## config.mk

```make
export PLATFORM = sky130hd
export DESIGN_NAME = pwm_multi
export DESIGN_NICKNAME = d
export VERILOG_FILES = /design/src/rtl/pwm_multi.sv
export SDC_FILE = /design/constraint.sdc
export NUM_CORES = 1
export LEC_CHECK = 0
export CORE_UTILIZATION = 53
export CTS_CLUSTER_DIAMETER = 80
export DETAILED_ROUTE_END_ITERATION = 12
export GPL_TIMING_DRIVEN = 0
export MAX_ROUTING_LAYER = met4
export PLACE_DENSITY = 0.79
export SYNTH_ARGS = -nofsm -noshare
export SYNTH_HDL_FRONTEND = slang
export SYNTH_SLANG_ARGS = --single-unit
```

## constraint.sdc

```tcl
create_clock -name clk -period 7.4 [get_ports clk]
set_input_delay 2.22 -clock clk [delete_from_list [all_inputs] [get_ports clk]]
set_output_delay 2.22 -clock clk [all_outputs]
set_load 0.01 [all_outputs]
```

## src/rtl/pwm_multi.sv

```systemverilog
// pwm_multi: multi-channel PWM generator. All channels share one period
// counter. Edge-aligned and center-aligned modes are supported. Period, duty
// and mode registers are double-buffered and only change at a period boundary.
//
// Ports:
//   clk          rising-edge clock
//   rst          asynchronous active-high reset
//   enable       run the counter; low holds cnt at 0 and outputs low
//   period       requested period P
//   duty         requested duties, channel i at [i*WIDTH +: WIDTH]
//   center       requested mode (0 edge-aligned, 1 center-aligned)
//   update       one-cycle strobe that captures period/duty/center
//   pending      staged values are waiting for a boundary
//   cycle_start  pulse on the first output sample of each period
//   pwm_out      registered PWM outputs
//
// Counter direction state:
//   state    | meaning
//   DIR_UP   | counting 0 -> P-1 (the only direction used in edge mode)
//   DIR_DOWN | counting P-2 -> 1 in center mode
module pwm_multi #(
   parameter int WIDTH    = 16,
   parameter int CHANNELS = 4
) (
   input  logic                      clk,
   input  logic                      rst,
   input  logic                      enable,
   input  logic [WIDTH-1:0]          period,
   input  logic [CHANNELS*WIDTH-1:0] duty,
   input  logic                      center,
   input  logic                      update,
   output logic                      pending,
   output logic                      cycle_start,
   output logic [CHANNELS-1:0]       pwm_out
);

   typedef enum logic {DIR_UP = 1'b0, DIR_DOWN = 1'b1} dir_t;

   localparam logic [WIDTH-1:0] ONE = WIDTH'(1);
   localparam logic [WIDTH-1:0] TWO = WIDTH'(2);

   logic [WIDTH-1:0]          cnt, cnt_next;
   dir_t                      dir, dir_next;
   logic [WIDTH-1:0]          a_period, s_period;
   logic [CHANNELS*WIDTH-1:0] a_duty, s_duty;
   logic                      a_center, s_center;
   logic                      boundary;
   logic [CHANNELS-1:0]       pwm_next;

   always_comb begin
      boundary = !enable || (a_period <= ONE)
              || (!a_center && (cnt >= a_period - ONE))
              || (a_center && (dir == DIR_DOWN) && (cnt <= ONE));

      cnt_next = cnt;
      dir_next = dir;
      if (!enable || (a_period <= ONE)) begin
         cnt_next = '0;
         dir_next = DIR_UP;
      end else if (!a_center) begin
         // ">=" rather than "==" so an out-of-range count still wraps
         cnt_next = boundary ? '0 : cnt + ONE;
         dir_next = DIR_UP;
      end else if (dir == DIR_UP) begin
         if (cnt >= a_period - ONE) begin
            cnt_next = a_period - TWO;
            dir_next = DIR_DOWN;
         end else begin
            cnt_next = cnt + ONE;
         end
      end else if (cnt <= ONE) begin
         cnt_next = '0;
         dir_next = DIR_UP;
      end else begin
         cnt_next = cnt - ONE;
      end

      pwm_next = '0;
      for (int i = 0; i < CHANNELS; i++) begin
         pwm_next[i] = enable && (cnt < a_duty[i*WIDTH +: WIDTH]);
      end
   end

   always_ff @(posedge clk or posedge rst) begin
      if (rst) begin
         cnt         <= '0;
         dir         <= DIR_UP;
         a_period    <= '0;
         a_duty      <= '0;
         a_center    <= 1'b0;
         s_period    <= '0;
         s_duty      <= '0;
         s_center    <= 1'b0;
         pending     <= 1'b0;
         pwm_out     <= '0;
         cycle_start <= 1'b0;
      end else begin
         cnt         <= cnt_next;
         dir         <= dir_next;
         pwm_out     <= pwm_next;
         cycle_start <= enable && (cnt == '0) && (dir == DIR_UP);

         if (boundary) begin
            // A strobe on the boundary cycle bypasses staging entirely
            if (update) begin
               a_period <= period;
               a_duty   <= duty;
               a_center <= center;
               s_period <= period;
               s_duty   <= duty;
               s_center <= center;
               pending  <= 1'b0;
            end else if (pending) begin
               a_period <= s_period;
               a_duty   <= s_duty;
               a_center <= s_center;
               pending  <= 1'b0;
            end
         end else if (update) begin
            s_period <= period;
            s_duty   <= duty;
            s_center <= center;
            pending  <= 1'b1;
         end
      end
   end

endmodule

```

==> impl_metrics.json, run 1 <==
{
  "status": "completed",
  "p_comb_share_pct": 22.0,
  "dieArea_mm2": 0.0200,
  "avgSynthCellArea_um2": 12.0,
  "crit_chain": "inv_1 > ha_1 > or4b_2 > nor3_1 > and2_1 > nand2_1 > xor2_1 > ha_1 > nand4_1 > nor2_1 > a41o_1 > o21ai_0 > a21oi_4 > buf_6 > mux2_4",
  "final_layout_size_suffix_gt1_share_pct": 22.5,
  "synth_ff_type": "dfrtp_1",
  "fmax_mhz": 203,
  "hold_viol_final": 0,
  "slew_headroom_pct": 53.8,
  "cts.path.max_buffers": 2,
  "path_class": "flip-flop to flip-flop",
  "period_needed_ns": 4.93,
  "power.switching_mw": 0.766,
  "fin_skew_ns": 0.0104,
  "die_w_um": 141,
  "rrSetupSlack_ns": 2.47,
  "cts_buffers": 17,
  "syn_inst": 861,
  "antenna_found_initial": 0,
  "cts_tree": "yes",
  "critPathMostFrequentCell": "ha_1",
  "critPathArrivalTime_ns": 5.25,
  "synth_edf_count": 0,
  "ir_drop_mv": 0.166,
  "yosysTopAreaCellShare_pct": 45.0,
  "start_util_pct": 54.5,
  "drc": 0,
  "syn_to_final_growth_pct": 17.9,
  "mappedNetlistArea_mm2": 0.0103,
  "cp_top_family": "simple AND/OR/NAND/NOR gates",
  "grtUsageTotal_pct": 24.4,
  "slowest_delay_ns": 0.70,
  "yosysUniqueCellTypes": 61,
  "cts_root_buf": "clkbuf_16",
  "swShare_pct": 28.0,
  "yosysSeqAreaShare_pct": 45.0,
  "setup_violations": 0,
  "core_area_mm2": 0.0189,
  "synth_nets": 1030,
  "worst_pin_slew_ns": 0.693,
  "dr.pass1.iters": 5,
  "gp_congestion": 0.926,
  "async_reset_ff_share_pct": 100,
  "grt_overflow": 0,
  "internal_power_mw": 1.97,
  "via_count": 6887,
  "rows": 50,
  "port-buffer-count": 90,
  "yosysWarnings": 0,
  "grt_first_pass_wirelength_mm": 36.0,
  "routedWlPerCell_um": 18.1,
  "yosys-top-cells-area": "dfrtp_1 (45%), mux2_2 (12%), ha_1 (10%), mux2_4 (7.3%), xor2_1 (2.6%)",
  "worstSkewPairLatency_ns": 0.44,
  "ant_nets": 0,
  "grt_max_degree": 101,
  "start_kind": "flip-flop",
  "cts_max_level": 4,
  "clock-sinks": 185,
  "ioPinCount": 91,
  "worstPathRequired_ns": 7.72,
  "p_seq_share_pct": 45.1,
  "drt-total-wl_mm": 22.5,
  "rsz0062_at_grt": "no",
  "hold_path_class": "flip-flop to flip-flop",
  "drv_slew": 0,
  "vias_per_cell": 5.54,
  "power.leakage_nw": 5.68,
  "cts_setup_buffers": 0,
  "dp_slack_ns": 2.51,
  "cp_slowest_cell": "or4b_2",
  "critical_path_buf_inv_count": 2,
  "cts_hold_buffers": 0,
  "cts_resized": 0,
  "grt_pass1_vias": 6874,
  "cts.clk_slew.worst_paths_ns": 0.07,
  "fin_crit_sh_pct": 66.6,
  "nNetsFinal": 1140,
  "worst_slack_ns": 2.47,
  "critPathMaxFanout": 10,
  "cp-end-kind": "flip-flop",
  "cap_viol_max_count": 0,
  "die_h_um": 141,
  "fin_tns_setup_ns": 0,
  "hpwl_mm": 15.8,
  "power.clock.fraction_pct": 33.0,
  "yosys_register_bits": 185,
  "pwr_density_cell_mw_per_mm2": 225,
  "diodes": 0,
  "synth_top_cell_by_area": "dfrtp_1",
  "initialDrtViolationCount": 350
}
sequential cells by signal, summed over array words and instances (netlist names):
register     flops
cycle_start      1
cnt             16
s_period        16
a_center         1
dir              1
a_duty          64
s_duty          64
a_period        16
pwm_out          4
pending          1
s_center         1
final timing paths:
| check | startpoint | to | depth (start not counted) |
|---|---|---|---|
| worst max-delay path | a_period[1] | a_duty[1] | 15 |
| worst min-delay path | a_duty[28] | a_duty[28] | 1 |
| worst max register to register | a_period[1] | a_duty[1] | 15 |
| worst min register to register | a_duty[28] | a_duty[28] | 1 |
| max in group asynchronous | rst | s_period[9] | 3 |
| min in group asynchronous | rst | s_duty[30] | 2 |
area by class of cell:
| cell class | instances | area, um^2 |
|---|---|---|
| plain buffers | 33 | 248 |
| multi-input cells | 575 | 5160 |
| clock inverters | 13 | 144 |
| repair buffers | 91 | 928 |
| inverters | 68 | 263 |
| well taps | 260 | 325 |
| fillers | 1495 | 6760 |
| flip-flops and latches | 185 | 4630 |
| clock buffers | 19 | 433 |
metal layers:
metal  GRT usage (%)  wire length (um)  vias up
li1                -                 -     3272
met1            33.3             10400     3367
met2            37.7             10400      209
met3            3.75              1280       39
met4            7.75               458        0
met5               -                 0        -
cell usage after synthesis, types with 3 or more instances:
cell type / n
nand2b_1: 12
mux2_1: 5
a221o_1: 3
nand3_1: 23
nand3b_1: 7
xor2_1: 31
o211ai_1: 7
nor2b_1: 3
mux2_4: 50
xnor2_1: 22
buf_6: 15
and3_1: 5
a21o_1: 12
o22ai_1: 4
inv_1: 68
a211oi_1: 5
dfrtp_1: 185
nand4_1: 17
o21ai_0: 14
nand2_1: 38
clkbuf_1: 10
nor2_1: 30
mux2_2: 106
a41oi_1: 5
ha_1: 84
or3_1: 3
nor4_1: 4
a21oi_1: 26
nor3_1: 17
or4_1: 3
buf_1: 3
a31oi_1: 7
cell families (layout without fill, tap and decap cells):
family / Yosys count / count (layout) / synth area share [%]
mux: 161 / 161 / 19.4
fa+ha+maj: 84 / 84 / 10.2
flops: 185 / 185 / 45.0
compound gates: 101 / 101 / 6.89
xor+xnor: 53 / 53 / 4.51
buf+inv: 101 / 224 / 4.89
simple gates: 176 / 176 / 9.10
worst reg2reg max path, delay by kind of cell, from the launching register on:
| family | cells | cell delay [ns] |
|---|---|---|
| AOI/OAI and AO/OA | 3 | 1.01 |
| xor gates and xnor gates | 1 | 0.15 |
| adders and majority gates | 2 | 0.61 |
| DFF | 1 | 0.40 |
| buffers and inverters | 2 | 0.51 |
| and+or+nand+nor | 6 | 1.81 |
| muxes | 1 | 0.32 |
placed cells by master, fill, tap and decap left out, types with 4 or more instances in the layout:
cell type        synthesis  final
dfrtp_1                185    185
mux2_2                 106    106
clkdlybuf4s50_1          0     90
ha_1                    84     84
inv_1                   68     67
mux2_4                  50     50
nand2_1                 38     38
xor2_1                  31     31
nor2_1                  30     30
a21oi_1                 26     26
nand3_1                 23     23
xnor2_1                 22     22
nand4_1                 17     17
nor3_1                  17     17
clkbuf_16                0     17
buf_6                   15     15
o21ai_0                 14     14
clkbuf_1                10     12
nand2b_1                12     12
a21o_1                  12     12
o211ai_1                 7      7
a31oi_1                  7      7
nand3b_1                 7      7
mux2_1                   5      5
a41oi_1                  5      5
and3_1                   5      5
a211oi_1                 5      5
nor4_1                   4      4
o22ai_1                  4      4
stage by stage:
| stage | hold slack (ns) | instance area, um^2 | cells | power [mW] | util [%] |
|---|---|---|---|---|---|
| after global routing | 0.506 | 12100 | 1244 | 2.87 | 64.2 |
| after CTS | 0.494 | 12100 | 1244 | 2.75 | 64.2 |
| after global placement | 0.471 | 11500 | 1211 | 1.83 | 61.0 |
| final | 0.494 | 12100 | 1244 | 2.74 | 64.2 |
| after detailed placement | 0.476 | 11600 | 1212 | 1.85 | 61.2 |
| after floorplan | 0.458 | 10300 | 861 | 1.67 | - |
power by group through the flow:
stage	sequential, mW	clock (mW)	combinational [mW]
2_1_floorplan	1.22	0	0.442
3_3_place_gp	1.25	0	0.579
3_5_place_dp	1.25	0	0.599
4_1_cts	1.23	0.916	0.605
5_1_grt	1.25	0.955	0.669
6_report	1.23	0.902	0.601
No activity file was read; power rests on OpenSTA's default activity.
==> inputs of run 2 (changes only) <==
- clock period: 7.4 -> 4.1 ns (I/O delays scaled with it)
==> run 2 against run 1 <==
Against the previous run: global-route usage rose by 0.73 points; clock skew fell by 0.0019 ns; utilization rose by 0.79 points; routed wire length rose by 1.0%; register-to-register slack got worse by 2.3 ns; sequential power rose by 81%; highest routed layer unchanged; clock-buffer cell count fell by 1; power rose by 80%; setup slack got worse by 2.3 ns; largest cell class unchanged.
==> impl_metrics.json, run 2 (synthesized netlist as in run 1, its figures left out) <==
{
  "status": "completed",
  "cp-end-kind": "flip-flop",
  "final_common_cell": "dfrtp_1",
  "cts_hold_buffers": 0,
  "top_regs": "a_duty: 64 flops, s_duty: 64 flops",
  "start_util_pct": 54.5,
  "crit_chain": "inv_2 > ha_4 > or4b_4 > nor3_4 > and2_4 > nand2_1 > xor2_1 > ha_1 > nand4_1 > nor2_2 > a41o_1 > o21ai_2 > a21oi_4 > buf_12 > buf_6 > mux2_4",
  "start_kind": "flip-flop",
  "ir_drop_mv": 0.306,
  "port-buffer-count": 90,
  "whs_ns": 0.491,
  "die_w_um": 141,
  "grtUsageTotal_pct": 25.2,
  "cts_tree": "yes",
  "die_h_um": 141,
  "cts.path.max_buffers": 2,
  "drt-total-wl_mm": 22.7,
  "routedWlPerCell_um": 18.1,
  "grt_first_pass_wirelength_mm": 37.0,
  "slew_headroom_pct": 57.1,
  "fin_crit_sh_pct": 95.5,
  "via_count": 6871,
  "critPathArrivalTime_ns": 4.24,
  "cts_buffers": 17,
  "syn_to_final_growth_pct": 19.3,
  "grt_overflow": 0,
  "fillers": 1486,
  "power.leakage_nw": 5.74,
  "p_seq_share_pct": 45.2,
  "slowest_delay_ns": 0.51,
  "cts_max_level": 4,
  "pwr_density_cell_mw_per_mm2": 401,
  "hold_depth": 1,
  "hold_path_class": "flip-flop to flip-flop",
  "rows": 50,
  "antenna_found_initial": 0,
  "rr_startpoint": "a_period[1]",
  "fmax_mhz": 255,
  "cts_root_buf": "clkbuf_16",
  "grt_pass1_vias": 7110,
  "cp_top_family": "simple AND/OR/NAND/NOR gates",
  "hpwl_mm": 16.2,
  "ioPinCount": 91,
  "layout_common_cells": "dfrtp_1 (184), mux2_2 (106), clkdlybuf4s50_1 (90)",
  "rsz0062_at_grt": "no",
  "hold_viol_final": 0,
  "hp-start": "a_duty[13]",
  "rrSetupSlack_ns": 0.18,
  "path_class": "flip-flop to flip-flop",
  "fin_tns_setup_ns": 0,
  "p_comb_share_pct": 22.4,
  "reg2reg_depth": 16,
  "cap_viol_max_count": 0,
  "clock-sinks": 185,
  "cts.clk_slew.worst_paths_ns": 0.07,
  "core_area_mm2": 0.0189,
  "vias_per_cell": 5.49,
  "nNetsFinal": 1148,
  "drv_slew": 0,
  "grt_max_degree": 45,
  "diodes": 0,
  "critical_path_buf_inv_count": 3,
  "power.clock.fraction_pct": 32.4,
  "cp_slowest_cell": "or4b_4",
  "period_needed_ns": 3.92,
  "initialDrtViolationCount": 319,
  "gp_congestion": 0.889,
  "drc": 0,
  "setup_violations": 0,
  "internal_power_mw": 3.48,
  "dieArea_mm2": 0.0200,
  "ant_nets": 0,
  "r2r-end": "a_duty[51]",
  "critPathMaxFanout": 10,
  "worst_pin_slew_ns": 0.642,
  "min_to": "a_duty[13]",
  "worstSkewPairLatency_ns": 0.44,
  "fin_util_pct": 65.0,
  "fin_skew_ns": 0.00847,
  "swShare_pct": 29.3,
  "final_layout_size_suffix_gt1_share_pct": 24.4,
  "power.switching_mw": 1.45,
  "worstPathRequired_ns": 4.42,
  "dr.pass1.iters": 4
}
## run 2: cell count changes in the layout (fill, tap and decap cells not counted), sizes merged
cell	before	now
bufinv	2	0
inv	71	73
clkinvlp	3	4
buf	23	31
clkbuf	30	29
## run 2: worst max path at each step
stage,start,endpoint,slack (ns),cells past startpoint
final,a_period[1],a_duty[51],0.18,16
after global routing,a_period[2],a_period[12],0.04,16
after CTS,a_period[1],cnt[8],0.01,16
after detailed placement,a_period[1],a_duty[51],-0.78,15
after global placement,rst,s_duty[58],-0.91,2
after floorplan,a_period[1],a_duty[0],0.02,15
## run 2: area by class of cell
| class | count | area [um^2] | share of cell area, % |
|---|---|---|---|
| Buffer | 33 | 256 | 2.09 |
| Tap cell | 260 | 325 | 2.65 |
| Timing Repair Buffer | 99 | 1030 | 8.39 |
| Clock buffer | 18 | 439 | 3.58 |
| Inverter | 68 | 259 | 2.11 |
| Multi-Input combinational cell | 575 | 5210 | 42.4 |
| Sequential cell | 185 | 4630 | 37.7 |
| Clock inverter | 14 | 133 | 1.08 |
## run 2: stage by stage
stage	cell area (um^2)	setup WS [ns]	power (mW)	cells
4_1_cts	12200	0.0134	4.96	1251
3_3_place_gp	11500	-0.910	3.28	1211
6_report	12300	0.185	4.93	1252
2_1_floorplan	10300	0.0164	3.01	861
3_5_place_dp	11600	-0.784	3.34	1215
5_1_grt	12300	0.0442	5.18	1252
## run 2: repair_timing
item | 4_1_cts | 5_1_grt
buffers inserted | 4 | 1
gates resized for setup | 8 | 11
pin swaps | 3 | 4
endpoints found under the setup margin | 95 | 92
## run 2: worst register-to-register path: stages (launching register included)
cell and delay (ns):
dfrtp_1 0.41, inv_2 0.16, ha_4 0.18, or4b_4 0.51
nor3_4 0.19, and2_4 0.19, nand2_1 0.06, xor2_1 0.15
ha_1 0.32, nand4_1 0.17, nor2_2 0.22, a41o_1 0.23
o21ai_2 0.11, a21oi_4 0.19, buf_12 0.17, buf_6 0.21
mux2_4 0.32
## run 2: per-layer routing
metal	global-route usage [%]	wire, um	up-vias
met5	-	0	-
met4	9.00	476	0
met3	4.02	1220	31
met2	39.1	10500	177
met1	33.5	10500	3372
li1	-	-	3291
## run 2: power groups by stage
stage | Clock [mW] | Combinational, mW | Sequential [mW]
6_report | 1.60 | 1.10 | 2.23
5_1_grt | 1.70 | 1.22 | 2.26
4_1_cts | 1.62 | 1.10 | 2.23
3_5_place_dp | 0 | 1.08 | 2.26
3_3_place_gp | 0 | 1.03 | 2.25
2_1_floorplan | 0 | 0.799 | 2.21
